`config.mk`:
```
export PLATFORM = sky130hd
export DESIGN_NAME = sirv_bootrom_icb
export DESIGN_NICKNAME = d
export VERILOG_FILES = /design/src/rtl/sirv_bootrom_pkg.sv /design/src/rtl/sirv_bootrom_img.sv /design/src/rtl/sirv_bootrom_icb.sv
export SDC_FILE = /design/constraint.sdc
export NUM_CORES = 1
export LEC_CHECK = 0
export BUFFER_PORTS_ARGS = -buffer_cell sky130_fd_sc_hd__clkbuf_2
export CAP_MARGIN = 30
export CORE_ASPECT_RATIO = 0.6
export CORE_UTILIZATION = 32
export CTS_CLUSTER_SIZE = 10
export DETAILED_ROUTE_END_ITERATION = 12
export PLACE_DENSITY = 0.76
export SETUP_SLACK_MARGIN = 0.05
export SLEW_MARGIN = 15
export SYNTH_ARGS = -nofsm -noshare
export SYNTH_HDL_FRONTEND = slang
export SYNTH_SLANG_ARGS = --single-unit
```
`constraint.sdc`:
```
create_clock -name clk -period 1.4 [get_ports clk]
set_clock_uncertainty 0.1 [all_clocks]
set_input_delay 0.07 -clock clk [delete_from_list [all_inputs] [get_ports clk]]
set_output_delay 0.07 -clock clk [all_outputs]
set_load 0.02 [all_outputs]
```
`src/rtl/sirv_bootrom_pkg.sv`:
```
// rtl/sirv_bootrom_pkg.sv - shared instruction encodings for the boot ROM images
//
// Holds the RISC-V instruction words used to build both boot images and a
// helper that forms "lui t0, addr[31:12]".
package sirv_bootrom_pkg;

    localparam logic [31:0] OPC_LUI_T0 = 32'h0000_02b7;
    localparam logic [31:0] INSN_JR_T0 = 32'h0002_8067;
    localparam logic [31:0] INSN_J_P10 = 32'h0100_006f;
    localparam logic [31:0] INSN_NOP   = 32'h0000_0013;

    // lui t0 with the upper 20 bits of addr; low 12 bits of addr are dropped.
    function automatic logic [31:0] mk_lui_t0(input logic [31:0] addr);
        return OPC_LUI_T0 | {addr[31:12], 12'h000};
    endfunction

endpackage

```
`src/rtl/sirv_bootrom_img.sv`:
```
// rtl/sirv_bootrom_img.sv - combinational boot image generator
//
// Ports:
//   sel  - image select: 0 = direct jump, 1 = XIP stub
//   idx  - word index into the ROM
//   word - image word at idx (zero beyond the populated words or DP)
module sirv_bootrom_img
    import sirv_bootrom_pkg::*;
#(
    parameter int          IW       = 10,
    parameter int          DP       = 1024,
    parameter logic [31:0] TGT_ADDR = 32'h8000_0000,
    parameter logic [31:0] CFG_WORD = 32'h0000_6661
) (
    input  logic          sel,
    input  logic [IW-1:0] idx,
    output logic [31:0]   word
);

    localparam logic [31:0] LUI_TGT = mk_lui_t0(TGT_ADDR);

    always_comb begin
        word = '0;
        if (32'(idx) < 32'(DP)) begin
            if (!sel) begin
                case (idx)
                    IW'(0):  word = LUI_TGT;
                    IW'(1):  word = INSN_JR_T0;
                    default: word = '0;
                endcase
            end else begin
                // j +0x10 skips the two nops and the config word to land on word4
                case (idx)
                    IW'(0):  word = INSN_J_P10;
                    IW'(1):  word = INSN_NOP;
                    IW'(2):  word = INSN_NOP;
                    IW'(3):  word = CFG_WORD;
                    IW'(4):  word = LUI_TGT;
                    IW'(5):  word = INSN_JR_T0;
                    default: word = '0;
                endcase
            end
        end
    end

endmodule

```
`src/rtl/sirv_bootrom_icb.sv`:
```
// rtl/sirv_bootrom_icb.sv - boot ROM with ICB slave port and strap-selected image
//
// Ports:
//   clk, rst_n            - clock, asynchronous active-low reset
//   boot_sel              - image strap, sampled on the first edge after reset
//   icb_cmd_*             - command channel (valid/ready/addr/read/wdata/wmask)
//   icb_rsp_*             - response channel (valid/ready/rdata/err)
// Reads return the image word one cycle after accept; writes and reads past
// DP return err=1 with rdata=0.
module sirv_bootrom_icb
    import sirv_bootrom_pkg::*;
#(
    parameter int          AW       = 12,
    parameter int          DW       = 32,
    parameter int          DP       = 1024,
    parameter logic [31:0] TGT_ADDR = 32'h8000_0000,
    parameter logic [31:0] CFG_WORD = 32'h0000_6661
) (
    input  logic            clk,
    input  logic            rst_n,
    input  logic            boot_sel,
    input  logic            icb_cmd_valid,
    output logic            icb_cmd_ready,
    input  logic [AW-1:0]   icb_cmd_addr,
    input  logic            icb_cmd_read,
    input  logic [DW-1:0]   icb_cmd_wdata,
    input  logic [DW/8-1:0] icb_cmd_wmask,
    output logic            icb_rsp_valid,
    input  logic            icb_rsp_ready,
    output logic [DW-1:0]   icb_rsp_rdata,
    output logic            icb_rsp_err
);

    localparam int IW = AW - 2;

    if (DW != 32) begin : g_dw_chk
        $fatal(1, "sirv_bootrom_icb: DW must be 32");
    end
    if (DP < 8 || DP > (1 << IW)) begin : g_dp_chk
        $fatal(1, "sirv_bootrom_icb: DP out of range");
    end
    if (TGT_ADDR[11:0] != 12'h000) begin : g_tgt_chk
        $fatal(1, "sirv_bootrom_icb: TGT_ADDR must be 4 KB aligned");
    end

    logic          sel_q;
    logic          sel_vld;
    logic [IW-1:0] idx;
    logic          oor;
    logic          accept;
    logic [31:0]   img_word;

    // Write payload and byte offset carry no information for a ROM.
    logic unused_ok;
    assign unused_ok = ^{icb_cmd_wdata, icb_cmd_wmask, icb_cmd_addr[1:0]};

    // Strap is captured once; sel_vld gates the command port until then.
    always_ff @(posedge clk or negedge rst_n) begin
        if (!rst_n) begin
            sel_q   <= 1'b0;
            sel_vld <= 1'b0;
        end else if (!sel_vld) begin
            sel_q   <= boot_sel;
            sel_vld <= 1'b1;
        end
    end

    assign idx           = icb_cmd_addr[AW-1:2];
    assign oor           = 32'(idx) >= 32'(DP);
    assign icb_cmd_ready = sel_vld & (~icb_rsp_valid | icb_rsp_ready);
    assign accept        = icb_cmd_valid & icb_cmd_ready;

    sirv_bootrom_img #(
        .IW       (IW),
        .DP       (DP),
        .TGT_ADDR (TGT_ADDR),
        .CFG_WORD (CFG_WORD)
    ) u_img (
        .sel  (sel_q),
        .idx  (idx),
        .word (img_word)
    );

    // One-deep response buffer: a new accept overwrites it in the same cycle
    // the previous response is taken, so back-to-back reads see no bubble.
    always_ff @(posedge clk or negedge rst_n) begin
        if (!rst_n) begin
            icb_rsp_valid <= 1'b0;
            icb_rsp_rdata <= '0;
            icb_rsp_err   <= 1'b0;
        end else if (accept) begin
            icb_rsp_valid <= 1'b1;
            icb_rsp_err   <= ~icb_cmd_read | oor;
            icb_rsp_rdata <= (icb_cmd_read && !oor) ? img_word : '0;
        end else if (icb_rsp_ready) begin
            icb_rsp_valid <= 1'b0;
        end
    end

endmodule

```
* Word level (Yosys, flattened, before mapping)
Cells that the tools add are included.
Word-level totals: flip-flop bits (word level) 36, bits in latches 0, bits in writable memories 0, bits in read-only memories 0, bits of input ports 54, output and inout port bits 35, logic and storage cells 24, memories kept 0
Cells by class: $add $sub $neg 0, $mul 0, div/mod/pow operators 0, magnitude comparators 0, equality and inequality tests 5, shift-type cells 0, mux-type cells 6, bitwise operators 5, reductions and logical operators 3
Operators with widths (count):
- one-hot mux 32 bit (5 select lines) | 1
- 2-to-1 mux 32 bit | 2
- one-hot mux 32 bit (2 select lines) | 1
- equality test 10 x 2 -> 1 bit (second input constant) | 2
- equality test 10 x 3 -> 1 bit (second input constant) | 2
- equality test 10 x 1 -> 1 bit (second input constant) | 1
- logical NOT 10 bit | 1
- AND 1 bit | 2
- 2-to-1 mux 1 bit | 2
- inverter 1 bit | 2
- nonzero test 2 bit | 1
- OR reduction 2 bit | 1
- OR 1 bit | 1

* Longest topological paths before layout
depth after elaboration 5, gate-level depth with buffers 6

* Modules after synthesis
A second synthesis with hierarchy kept.
Second synthesis, totals: cells, all modules 201, area, all modules 1983.2 sq um
Modules (own cells, without submodules):
- sirv_bootrom_icb | times used 1, cells each 149, area each 1621.6 sq um, sequential area each 900.9 sq um
- sirv_bootrom_img | times used 1, cells each 52, area each 361.6 sq um, sequential area each 0.0 sq um

* Least setup slack after synthesis
OpenSTA, ideal clock, no wires.
kind reg2reg, start register sel_q, end register icb_rsp_rdata[5], data arrival time 1.117 ns, required time 1.173 ns, path slack 0.055 ns, cell stages (with the launch flop) 6, path buffers 1, cells stage by stage dfrtp_1 -> nor2b_1 -> buf_6 -> and3_1 -> a311oi_1 -> o21ai_1
On the way: word-level cells in the longest chain between the ends 2
Ends and longest elaborated chain:
- from (decl) | RTL line sirv_bootrom_icb.sv:46 | logic sel_q;
- from (signal assigned) | RTL line sirv_bootrom_icb.sv:63 | sel_q <= boot_sel;
- 2-to-1 mux 32 bit | RTL line sirv_bootrom_img.sv:25 | if (!sel) begin
- 2-to-1 mux 32 bit | RTL line sirv_bootrom_icb.sv:94 | icb_rsp_rdata <= (icb_cmd_read && !oor) ? img_word : '0;
- to (signal assigned) | RTL line sirv_bootrom_icb.sv:94
- to (decl) | RTL line sirv_bootrom_icb.sv:30 | output logic [DW-1:0] icb_rsp_rdata,
Every way passes these cells. A chain may end at the register's enable or synchronous reset.

* Worst setup path after layout
Same ends and word-level chain as after synthesis.

==> qor.csv <==
metric,value,unit
outcome,completed,
rsz0062_at_grt,yes,
vias,726,
async_reset_ff_share,100,%
dp_slack,-128,ps
fin_tns_setup,0,ps
dieArea,3120,µm²
cts_max_path_buffers,2,
wl_per_cell,11.2,µm
finalHoldViolCount,0,
grt_pass1_vias,679,
fillers,276,
syn_avg_cell_area,9.56,µm²
fmax,782,MHz
finalSetupViolCount,0,
fp.dieH,43.7,µm
fin_crit,1280,ps
yosys_warnings,0,
cp_data_arrival_time,1300,ps
hold_depth,3,
syn2layout_area_growth,23.5,%
drc,0,
core-area,2630,µm²
layout_commonest_cell,clkbuf_2,
startpoint_type,register,
synth-edff-count,0,
htreeDepth,1,
nNetsFinal,185,
root_buffer,clkbuf_8,
yosysUniqueCellTypes,34,
worstSetupEndpointType,register,
final_cell_count_no_fill,162,
path_clk_slew,60,ps
cts_made_buffers,3,
antenna_found_initial,0,
synth_top_area_cell,dfrtp_1,
grt_remaining_overflow,0,
ant_nets,0,
path_class,register to register,
required,1430,ps
power_density,882,nW/µm²
synth_seq_cells,15,
layout-drive-gt1-share,43.1,%
yosys.area.top_type_share,40.5,%
reg2reg_depth,4,
cts_tree,done,
drt-initial-drc-count,17,
holdCritPathClass,input port to register,
crit_chain,"nor2b_4, and3_4, a311oi_2, o21ai_1",
ir_worst_vdd,0.351,mV
total_power,1.01,mW
utilization,43.6,%
final_max_slew_viol_count,0,
vias_per_cell,4.48,
diodes,0,
dp_hpwl,1.44,mm
setup_slack,122,ps
routed_wl,1.82,mm
final_cell_mix,"34 x clkbuf_2, 17 x conb_1, 15 x nand2_1",
portBuffers,34,
track_usage,13.1,%
slowest_stage,dfrtp_2,
clk_latency,240,ps
initial_utilization,35.3,%
clkSinkCount,15,
p_leak,0.592,nW
synth-main-ff-cell,dfrtp_1,
place.gp.congestion,0.791,
grt_max_degree,16,
drt-pass1-iter-count,4,
die_w,71.5,µm
synth_area,927,µm²
grt_pass1_wl,3.03,mm
max_cap_violations,0,
synth_area_leaders,"dfrtp_1 40%, buf_4 17%, nand2_1 6.1%",
fin_crit_sh,91.3,%
seq_area_frac_synth,40.5,%
ios,89,
synthCells,97,
worst-path-max-fanout,8,
place_inst,154,
rows,14,
cp_slowest_stage_delay,440,ps
metrics by stage:
step	area, µm²	hold slack (ps)
6_report	1140	35.2
5_1_grt	1140	55.9
4_1_cts	1100	7.18
3_5_place_dp	1010	-89.2
3_3_place_gp	1010	-110
2_1_floorplan	983	-326
cell usage after synthesis, types with 2 or more instances:
master   number
a21oi_1       2
a22o_1        2
buf_4        21
buf_6         2
conb_1        2
dfrtp_1      15
inv_1         2
nand2_1      15
nand3_1       2
nor2_1        4
o21ai_1       5
o31ai_1       3
path summary, 6_finish.rpt:
path	start	slack (ps)	to
max	sel_q	120	icb_rsp_rdata[5]
min	icb_rsp_ready	40	icb_rsp_valid
max reg2reg	sel_q	120	icb_rsp_rdata[5]
min reg2reg	icb_rsp_err	390	icb_rsp_err
max in group asynchronous	rst_n	730	sel_q
min in group asynchronous	rst_n	170	icb_rsp_rdata[7]
worst max-delay path: cells and delay by family (launching register included):
family	cells	cell delay (ps)
AND/OR/NAND/NOR	2	350
flip-flops	1	440
AO/OA/AOI/OAI	2	280
cell families after synthesis:
logic type      count (synthesis)  synth area share [%]
simple gates                   30                  19.2
other cells                     2                 0.810
mux                             2                  2.29
buf+inv                        28                  22.0
compound gates                 19                  14.3
xor+xnor                        1                 0.945
flops                          15                  40.5
registers in the layout, indices dropped and copies added, names as in the netlist:
signal         cells
icb_rsp_rdata     11
sel_vld            1
icb_rsp_valid      1
icb_rsp_err        1
sel_q              1
metal layers:
| layer | GRT usage [%] | vias to the layer above | share of wire, % |
|---|---|---|---|
| li1 | - | 355 | - |
| met1 | 17.1 | 341 | 44 |
| met2 | 20.2 | 30 | 48 |
| met3 | 6.28 | 0 | 7.7 |
| met4 | 2.35 | 0 | 0 |
| met5 | 0 | - | 0 |
final cells by class:
type | count | area (µm²) | area share [%]
clock buffers | 3 | 41.3 | 3.61
clock inverters | 1 | 5.00 | 0.437
inverters | 2 | 7.51 | 0.656
multi-input cells | 69 | 448 | 39.1
flip-flops and latches | 15 | 377 | 32.9
well taps | 32 | 40.0 | 3.50
repair buffers | 40 | 226 | 19.8
power breakdown:
part           internal, mW  total [mW]  switching, mW
clock                 0.197       0.343          0.146
combinational        0.0741       0.210          0.135
sequential            0.447       0.457        0.00999
timing repair:
action	4_1_cts	5_1_grt
endpoints found under the hold margin	17	0
setup buffers	1	0
gates resized for setup	2	9
hold buffers	3	0
setup endpoints to repair	9	10
pin swaps	0	2
No activity file was read; power rests on OpenSTA's default activity.
